## src/rtl/alu_daa_pipe.sv

```systemverilog
// Two-stage ALU: stage 1 registers the binary result and flags into the ADD hold register;
// stage 2 applies decimal adjust for the accumulator. Optional feature macro: DECIMAL_MODE_EN.
module alu_daa_pipe #(
    parameter bit SR_FILL_CARRY = 1'b1
) (
    input  logic       CLK,
    input  logic       RST_N,
    input  logic       START,
    input  logic       FLUSH,
    input  logic [2:0] OP,
    input  logic [7:0] AI,
    input  logic [7:0] BI,
    input  logic       CARRY_IN,
    input  logic       DECIMAL,
    input  logic       SUB,
    output logic [7:0] ADD,
    output logic       ADD_VALID,
    output logic       ACR,
    output logic       AVR,
    output logic       HC,
    output logic [7:0] DAA_DATA,
    output logic       DAA_CARRY,
    output logic       ACC_LOAD
);
    // Handshake: START is a valid with no ready (one op accepted every cycle); ADD_VALID and
    // ACC_LOAD are one-cycle valids with no backpressure; FLUSH kills both stages and beats START.
    localparam logic [2:0] OP_SUM = 3'b000;
    localparam logic [2:0] OP_AND = 3'b001;
    localparam logic [2:0] OP_OR  = 3'b010;
    localparam logic [2:0] OP_EOR = 3'b011;
    localparam logic [2:0] OP_SR  = 3'b100;

    logic [8:0] sum9;
    logic [4:0] half_sum;
    logic [7:0] s1_res;
    logic       s1_acr, s1_avr, s1_hc;
    logic       accept;

    assign accept = START && !FLUSH;

    always_comb begin
        sum9     = {1'b0, AI} + {1'b0, BI} + {8'd0, CARRY_IN};
        half_sum = {1'b0, AI[3:0]} + {1'b0, BI[3:0]} + {4'd0, CARRY_IN};
        s1_res   = 8'h00;
        s1_acr   = 1'b0;
        s1_avr   = 1'b0;
        s1_hc    = 1'b0;
        case (OP)
            OP_SUM: begin
                s1_res = sum9[7:0];
                s1_acr = sum9[8];
                s1_hc  = half_sum[4];
                s1_avr = (AI[7] == BI[7]) && (sum9[7] != AI[7]);
            end
            OP_AND: s1_res = AI & BI;
            OP_OR:  s1_res = AI | BI;
            OP_EOR: s1_res = AI ^ BI;
            OP_SR: begin
                s1_res = {(SR_FILL_CARRY ? CARRY_IN : 1'b0), AI[7:1]};
                s1_acr = AI[0];
            end
            default: ;  // reserved ops still produce a valid all-zero result
        endcase
    end

    always_ff @(posedge CLK or negedge RST_N) begin
        if (!RST_N) begin
            ADD       <= 8'h00;
            ACR       <= 1'b0;
            AVR       <= 1'b0;
            HC        <= 1'b0;
            ADD_VALID <= 1'b0;
        end else begin
            ADD_VALID <= accept;
            if (accept) begin
                ADD <= s1_res;
                ACR <= s1_acr;
                AVR <= s1_avr;
                HC  <= s1_hc;
            end
        end
    end

    logic [7:0] daa_res;
    logic       daa_c;

`ifdef DECIMAL_MODE_EN
    logic s1_decimal, s1_sub, s1_is_sum;
    logic lo_adj, hi_adj;

    always_ff @(posedge CLK or negedge RST_N) begin
        if (!RST_N) begin
            s1_decimal <= 1'b0;
            s1_sub     <= 1'b0;
            s1_is_sum  <= 1'b0;
        end else if (accept) begin
            s1_decimal <= DECIMAL;
            s1_sub     <= SUB;
            s1_is_sum  <= (OP == OP_SUM);
        end
    end

    always_comb begin
        lo_adj  = HC || (ADD[3:0] > 4'd9);
        hi_adj  = ACR || (ADD > 8'h99);
        daa_res = ADD;
        daa_c   = ACR;
        if (s1_decimal && s1_is_sum) begin
            if (!s1_sub) begin
                daa_res = ADD + (lo_adj ? 8'h06 : 8'h00) + (hi_adj ? 8'h60 : 8'h00);
                daa_c   = ACR | hi_adj;
            end else begin
                // subtract correction keys off the borrow-free flags: no carry means borrow
                daa_res = ADD - (HC ? 8'h00 : 8'h06) - (ACR ? 8'h00 : 8'h60);
            end
        end
    end
`else
    logic unused_decimal_inputs;
    assign unused_decimal_inputs = DECIMAL ^ SUB;
    assign daa_res = ADD;
    assign daa_c   = ACR;
`endif

    always_ff @(posedge CLK or negedge RST_N) begin
        if (!RST_N) begin
            DAA_DATA  <= 8'h00;
            DAA_CARRY <= 1'b0;
            ACC_LOAD  <= 1'b0;
        end else begin
            ACC_LOAD <= ADD_VALID && !FLUSH;
            if (ADD_VALID && !FLUSH) begin
                DAA_DATA  <= daa_res;
                DAA_CARRY <= daa_c;
            end
        end
    end
endmodule

```

## config.mk

```make
export PLATFORM = sky130hd
export DESIGN_NAME = alu_daa_pipe
export DESIGN_NICKNAME = d
export VERILOG_FILES = /design/src/rtl/alu_daa_pipe.sv
export SDC_FILE = /design/constraint.sdc
export NUM_CORES = 1
export LEC_CHECK = 0
export CORE_ASPECT_RATIO = 0.6
export CORE_UTILIZATION = 43
export DETAILED_ROUTE_END_ITERATION = 6
export MAX_ROUTING_LAYER = met4
export PLACE_DENSITY = 0.77
export SKIP_CTS_REPAIR_TIMING = 1
export SYNTH_ARGS = -nofsm -noshare
export SYNTH_HDL_FRONTEND = slang
export SYNTH_SLANG_ARGS = --single-unit
```

## constraint.sdc

```tcl
create_clock -name CLK -period 1.1 [get_ports CLK]
set_input_delay 0.22 -clock CLK [delete_from_list [all_inputs] [get_ports CLK]]
set_output_delay 0.22 -clock CLK [all_outputs]
set_load 0.02 [all_outputs]
```

Yosys cells after proc, flatten, opt, wreduce, memory -nomap -nowiden
Cells that the tools add are included.
Operators by class
  mux-type cells: 4
  equal/unequal tests: 6
  bitwise gates (word level): 3
  reduce and logical (&&, ||, !) cells: 5
  add/sub/neg operators: 4
Operators by type and width (count)
  case mux 8 bit (5 select lines): 1
  adder 8 x 8 -> 9 bit: 1
  adder 9 x 1 -> 9 bit: 1
  AND 8 bit: 1
  OR 8 bit: 1
  bitwise XOR 8 bit: 1
  == test 3 x 2 -> 1 bit, second input constant: 2
  adder 4 x 4 -> 5 bit: 1
  adder 5 x 1 -> 5 bit: 1
  == test 3 x 1 -> 1 bit, second input constant: 1
  == test 3 bit, second input constant: 1
  logical AND 1 bit: 3
  logical NOT 3 bit: 1
  2-to-1 mux 1 bit: 2
  case mux 1 bit (2 select lines): 1
  == test 1 bit: 1
  logical NOT 1 bit: 1
  inequality test 1 bit: 1
Word-level totals
  register bits after elaboration: 22
  output and inout bits: 22
  logic and storage cells: 30

Longest topological paths before layout
Gate-level depths: netlist of run 1.
  depth after elaboration: 5
  depth in mapped cells: 7
  gate-level depth less buffers: 7

Worst setup path after synthesis of run 1
OpenSTA, ideal clock, no wires.
  kind: in2reg
  start: input BI[0]
  end: register ADD[4]
  required time: 0.982 ns
  setup slack: -1.115 ns
  data arrival time: 2.097 ns
  library setup time: 0.118 ns
  cell stages on the path: 7
  cell sequence: fa_1 -> fa_1 -> a21o_1 -> a21oi_2 -> xnor2_1 -> mux4_2 -> a21o_1
On the way
  longest elaborated chain between the ends: 3
RTL lines
  start: declaration: line 12  | input logic [7:0] BI,
  adder 8 x 8 -> 9 bit: line 42  | sum9 = {1'b0, AI} + {1'b0, BI} + {8'd0, CARRY_IN};
  adder 9 x 1 -> 9 bit: line 42
  case mux 8 bit (5 select lines): line 48  | case (OP)
  end signal: assignment: line 76  | ADD <= s1_res;
  end: declaration: line 16  | output logic [7:0] ADD,
No other way between the ends.
A chain may end at the register's enable or synchronous reset.

Worst setup path in the final report of run 1
  start: input CARRY_IN
  end: register ADD[4]
On the way
  longest elaborated chain between the ends: 2
RTL lines
  start: declaration: line 13  | input logic CARRY_IN,
  adder 9 x 1 -> 9 bit: line 42
  case mux 8 bit (5 select lines): line 48
No other way between the ends.

==> results of run 1 <==
## cells in the mapped netlist, types with 4 or more instances
cell type and number:
nand2b_1 5, nand2_1 39, a21oi_1 12, xnor2_1 5, o22ai_1 4, clkbuf_1 4
o21ai_0 13, dfrtp_1 22, nor2_1 12, inv_1 20, ha_1 16
## worst max-delay path, cell delays in order
cell,delay (ns)
buf_8,0.10
fa_2,0.41
fa_2,0.38
a21o_1,0.20
a21oi_2,0.17
xnor2_1,0.09
mux4_2,0.44
a21o_1,0.17
## worst max-delay path by stage
stage,from,endpoint,slack (ns),cells past startpoint
floorplan,BI[0],ADD[4],-0.98,7
global placement,BI[0],ADD[4],-1.51,8
detailed placement,BI[0],ACR,-1.55,9
CTS,BI[0],ACR,-1.28,9
global route,CARRY_IN,ADD[4],-0.97,8
finish,CARRY_IN,ADD[4],-0.93,8
## logic make-up after synthesis
logic type                 share of synthesized area, %
and+or+nand+nor                                   16.36
AOI/OAI and AO/OA                                 21.46
buffers and inverters                             7.001
DFF                                               33.49
adders and majority gates                         14.61
xor gates and xnor gates                          3.196
muxes                                             3.881
## state kept, by name (all words and copies together) (netlist names)
signal     count
ACC_LOAD       1
ADD_VALID      1
ADD            8
ACR            1
HC             1
DAA_CARRY      1
DAA_DATA       8
AVR            1
## layout by cell type, fill, tap and decap left out, types with 5 or more instances in the layout
| master | Yosys | final |
|---|---|---|
| nor2_1 | 12 | 12 |
| clkdlybuf4s50_1 | 0 | 10 |
| ha_1 | 16 | 8 |
| nand2b_1 | 5 | 5 |
| clkbuf_2 | 0 | 18 |
| nand2_1 | 39 | 39 |
| dlymetal6s2s_1 | 0 | 16 |
| inv_2 | 0 | 6 |
| a21oi_1 | 12 | 10 |
| inv_1 | 20 | 14 |
| buf_4 | 0 | 58 |
| dfrtp_1 | 22 | 22 |
| ha_4 | 0 | 6 |
| o21ai_0 | 13 | 5 |
| o21ai_1 | 1 | 6 |
## metrics by stage
step	hold WS (ns)	power, mW
global route	0.3079	3.077
finish	0.3098	2.905
CTS	0.3128	2.828
floorplan	-0.07559	1.560
detailed placement	0.4624	2.251
global placement	0.4596	2.211
## area by class of cell
class	count	area [µm²]
clock buffers	4	55.05
fillers	228	653.1
inverters	21	80.08
multi-input cells	147	1142
flip-flops and latches	22	550.5
well taps	45	56.30
repair buffers	108	905.9
## power by group through the flow
stage	registers (mW)	logic (mW)	clock network, mW
global route	1.00	1.43	0.641
floorplan	1.15	0.413	0
CTS	0.989	1.26	0.581
detailed placement	1.00	1.25	0
global placement	1.00	1.21	0
finish	0.989	1.34	0.579
## metal layers
metal | track usage [%] | vias to the layer above | share of wire, %
met5 | - | - | 0
met4 | 2.632 | 0 | 2.2
met3 | 4.444 | 16 | 8.4
met2 | 42.56 | 104 | 45
met1 | 37.08 | 887 | 45
li1 | - | 881 | -
==> impl_metrics.toml, run 1 <==
[outcome]
status = "finished, violations left"
violations = "setup timing"

[die]
die_area_mm2 = 0.004083
dieHeight_um = 49.90
ios = 48
start_util_pct = 47.75
fp-row-count = 16
die_w_um = 81.83
core_mm2 = 0.003443

[layout]
antenna_cells = 0
stdcell_area_mm2 = 0.002790
final_cells = 347
area_growth_pct = 69.71
drive_gt1_share_pct = 39.74
final_util_pct = 81.03
nNetsFinal = 347

[drt]
drt-total-wl_um = 5609
first_iter_violations = 155
via_per_inst = 5.441
post-route-drc-count = 0
wire_per_inst_um = 16.16
dr.pass1.iters = 4
vias = 1888
antenna_left = 0

[pwr]
p_comb_share_pct = 46.0
p_sw_mw = 1.011
power_frac_clock_pct = 19.9
sw_frac_of_total_pct = 34.82
ir_drop_v = 0.0007888
p_per_area_mw_per_mm2 = 1041
seqPwrFrac_pct = 34.1
p_leak_nw = 1.511
cellInternalPower_mw = 1.893

[yosys]
ys_top_cells_by_area = "dfrtp_1, ha_1, nand2_1, inv_1, o21ai_0"
async_reset_ff_share_pct = 100.0
syn_inst = 199
synth.top_cell.area_share_pct = 33.49
yosys_warnings = 0
synth-seq-cells = 22
yosysTopAreaCell = "dfrtp_1"
synth_nets = 243
synth_area_mm2 = 0.001644
ys_seq_area_share_pct = 33.49
ys_types = 39
synth-main-ff-cell = "dfrtp_1"
synth_area_per_cell_um2 = 8.262
synth_edf_count = 0

[grt]
grt_usage_pct = 26.83
grt_pass1_wl_um = 8135
antenna_found_initial = 0
grt_pass1_vias = 1786
grt_max_degree = 23
grt-ovfl-total = 0

[timing]
slew_headroom_pct = 76.48
finalSetupTns_ns = -6.862
period_share_pct = 184.1
rsz0062_at_grt = "true"
report.final.slew_viol_count = 0
max_freq_mhz = 493.7
tightestPinTransition_ns = 0.3508
setup_viol = 10
hold_violations = 0
layout_min_cycle_time_ns = 2.026
fin_worst_skew_ns = 0.003821
setup_ws_ns = -0.9256

[place]
port_buffers = 45
place_area_mm2 = 0.002565
place_congestion = 0.9352
place_ws_ns = -1.554
dp_cells = 337
dp_hpwl_um = 3967

[critical_path]
cp_max_fo = 2
cp-start-kind = "primary input"
arrival_ns = 2.18
r2r_end = "ACR"
regToRegStartpoint = "ACR"
criticalPathCategory = "primary input to register"
r2r_slack_ns = -0.20
required_ns = 1.25
cp-end-kind = "register"
r2r_cells = 4

[clock_tree]
cts-root-buf = "clkbuf_8"
clock-sinks = 22
max-clock-path-buffers = 2
cts_inserted_buffers = 3
clock_latency_ns = 0.26
path_clk_slew_ns = 0.08
tritoncts = "yes"
htreeDepth = 1

[hold_path]
hold_class = "primary input to asynchronous set/reset pin"

[job]
max-cap-violations = 0
Power figures use the tool's default switching activity.
==> run 2, diff against run 1 <==
--- a/config.mk
+++ b/config.mk
@@ -5,11 +5,13 @@
 export SDC_FILE = /design/constraint.sdc
 export NUM_CORES = 1
 export LEC_CHECK = 0
+export CAP_MARGIN = 40
 export CORE_ASPECT_RATIO = 0.6
-export CORE_UTILIZATION = 43
+export CORE_UTILIZATION = 44
+export CTS_BUF_LIST = sky130_fd_sc_hd__clkbuf_4
 export DETAILED_ROUTE_END_ITERATION = 6
 export MAX_ROUTING_LAYER = met4
-export PLACE_DENSITY = 0.77
+export PLACE_DENSITY = 0.78
 export SKIP_CTS_REPAIR_TIMING = 1
 export SYNTH_ARGS = -nofsm -noshare
 export SYNTH_HDL_FRONTEND = slang
==> run 2 against run 1 <==
  * The flow still finishes with violations (setup timing)
  * Combinational power rose by 11%
  * Final cell count rose by 0.86%
  * Worst setup slack improved by 0.0048 ns
  * Largest cell class unchanged
  * Highest routed layer unchanged
  * Sequential power barely moved
  * Utilization rose by 4.1 points
==> impl_metrics.toml, run 2 (same netlist as run 1, synthesis figures left out) <==
[outcome]
status = "finished, violations left"
violations = "setup timing"

[layout]
final_cell_mix = "buf_4, nand2_1, buf_6"
top_regs = "ADD x8, DAA_DATA x8"
final_cells = 350
stdcell_area_mm2 = 0.002897
antenna_cells = 0
area_growth_pct = 76.18
nNetsFinal = 350
drive_gt1_share_pct = 43.61
layout_commonest_cell = "buf_4"

[place]
place_congestion = 0.9421
port_buffers = 45
dp_cells = 340
place_area_mm2 = 0.002587
dp_hpwl_um = 3997

[critical_path]
criticalPathCategory = "primary input to register"
r2r_cells = 4
r2r_end = "ACR"
r2r_slack_ns = -0.19
cp-start-kind = "primary input"
cp_max_fo = 2
cp-end-kind = "register"
regToRegStartpoint = "ACR"
arrival_ns = 2.25
required_ns = 1.33

[drt]
post-route-drc-count = 0
vias = 1934
wl_met3_um = 501
drt-met1-wl_um = 2474
met2_length_um = 2944
antenna_left = 0
drt-total-wl_um = 6015
via_per_inst = 5.526
wire_per_inst_um = 17.19
dr.pass1.iters = 5
dr.max_layer_used = "met4"
first_iter_violations = 120

[timing]
rsz0062_at_grt = "true"
tightestPinTransition_ns = 0.3377
slew_headroom_pct = 77.49
layout_min_cycle_time_ns = 2.021
fin_worst_skew_ns = 0.006252
report.final.slew_viol_count = 0
setup_viol = 21
max_freq_mhz = 494.9
hold_violations = 0
period_share_pct = 183.7
finalSetupTns_ns = -6.049
setup_ws_ns = -0.9208

[clock_tree]
tritoncts = "yes"
path_clk_slew_ns = 0.13
max-clock-path-buffers = 2
clock_latency_ns = 0.32
cts-root-buf = "clkbuf_4"
htreeDepth = 1
clock-sinks = 22
cts_inserted_buffers = 3

[die]
start_util_pct = 48.31
core_mm2 = 0.003403
dieHeight_um = 49.35
die_w_um = 80.92
ios = 48
die_area_mm2 = 0.003993
fp-row-count = 16

[pwr]
seqPwrFrac_pct = 32.2
sw_frac_of_total_pct = 34.03
cellInternalPower_mw = 2.076
p_leak_nw = 1.489
ir_drop_v = 0.0008885
power_frac_clock_pct = 20.4
p_sw_mw = 1.071
p_comb_share_pct = 47.4
p_per_area_mw_per_mm2 = 1087

[grt]
antenna_found_initial = 0
grt-ovfl-total = 0
grt_pass1_vias = 1767
grt_pass1_wl_um = 8114
grt_usage_pct = 27.92
grt_max_degree = 23

[hold_path]
hold_class = "primary input to asynchronous set/reset pin"

[job]
max-cap-violations = 0
## run 2: cell type report
cell class / count / area, µm²
multi-input combinational: 147 / 1152
clock inverter: 1 / 30.03
timing repair buffer: 111 / 1003
inverter: 21 / 81.33
tap: 45 / 56.30
fill: 208 / 506.7
sequential: 22 / 550.5
clock buffer: 3 / 22.52
## run 2: worst max-delay path, stage by stage
cell	delay, ns
buf_8	0.10
fa_2	0.40
fa_2	0.42
a21o_1	0.20
a21oi_2	0.18
xnor2_1	0.09
mux4_2	0.47
a21o_1	0.17
## run 2: worst max-delay path by stage
stage	startpoint	endpoint
detailed placement	BI[0]	ADD[4]
floorplan	BI[0]	ADD[4]
finish	CARRY_IN	ADD[4]
global placement	BI[0]	ADD[4]
CTS	BI[0]	ADD[4]
global route	CARRY_IN	ADD[4]
## run 2: layer usage
metal,GRT usage [%],vias to the layer above
met5,-,-
met4,4.762,0
met3,4.860,13
met2,44.96,108
met1,37.24,925
li1,-,888
## run 2: power by group through the flow
stage | registers [mW] | logic (mW) | clock network (mW)
after floorplan | 1.15 | 0.413 | 0
after global placement | 0.999 | 1.23 | 0
after detailed placement | 1.00 | 1.28 | 0
after CTS | 0.987 | 1.29 | 0.631
after global routing | 1.02 | 1.59 | 0.684
final | 1.01 | 1.49 | 0.642
## run 2: through the flow
step / utilization, % / hold slack, ns / worst slack, ns / total power, mW
6_report: 85.11 / 0.2179 / -0.9208 / 3.147
5_1_grt: 85.11 / 0.2223 / -0.9328 / 3.295
4_1_cts: 77.57 / 0.2294 / -1.200 / 2.904
3_5_place_dp: 76.03 / 0.4610 / -1.536 / 2.276
3_3_place_gp: 76.03 / 0.4595 / -1.479 / 2.233
2_1_floorplan: - / -0.07559 / -0.9756 / 1.560
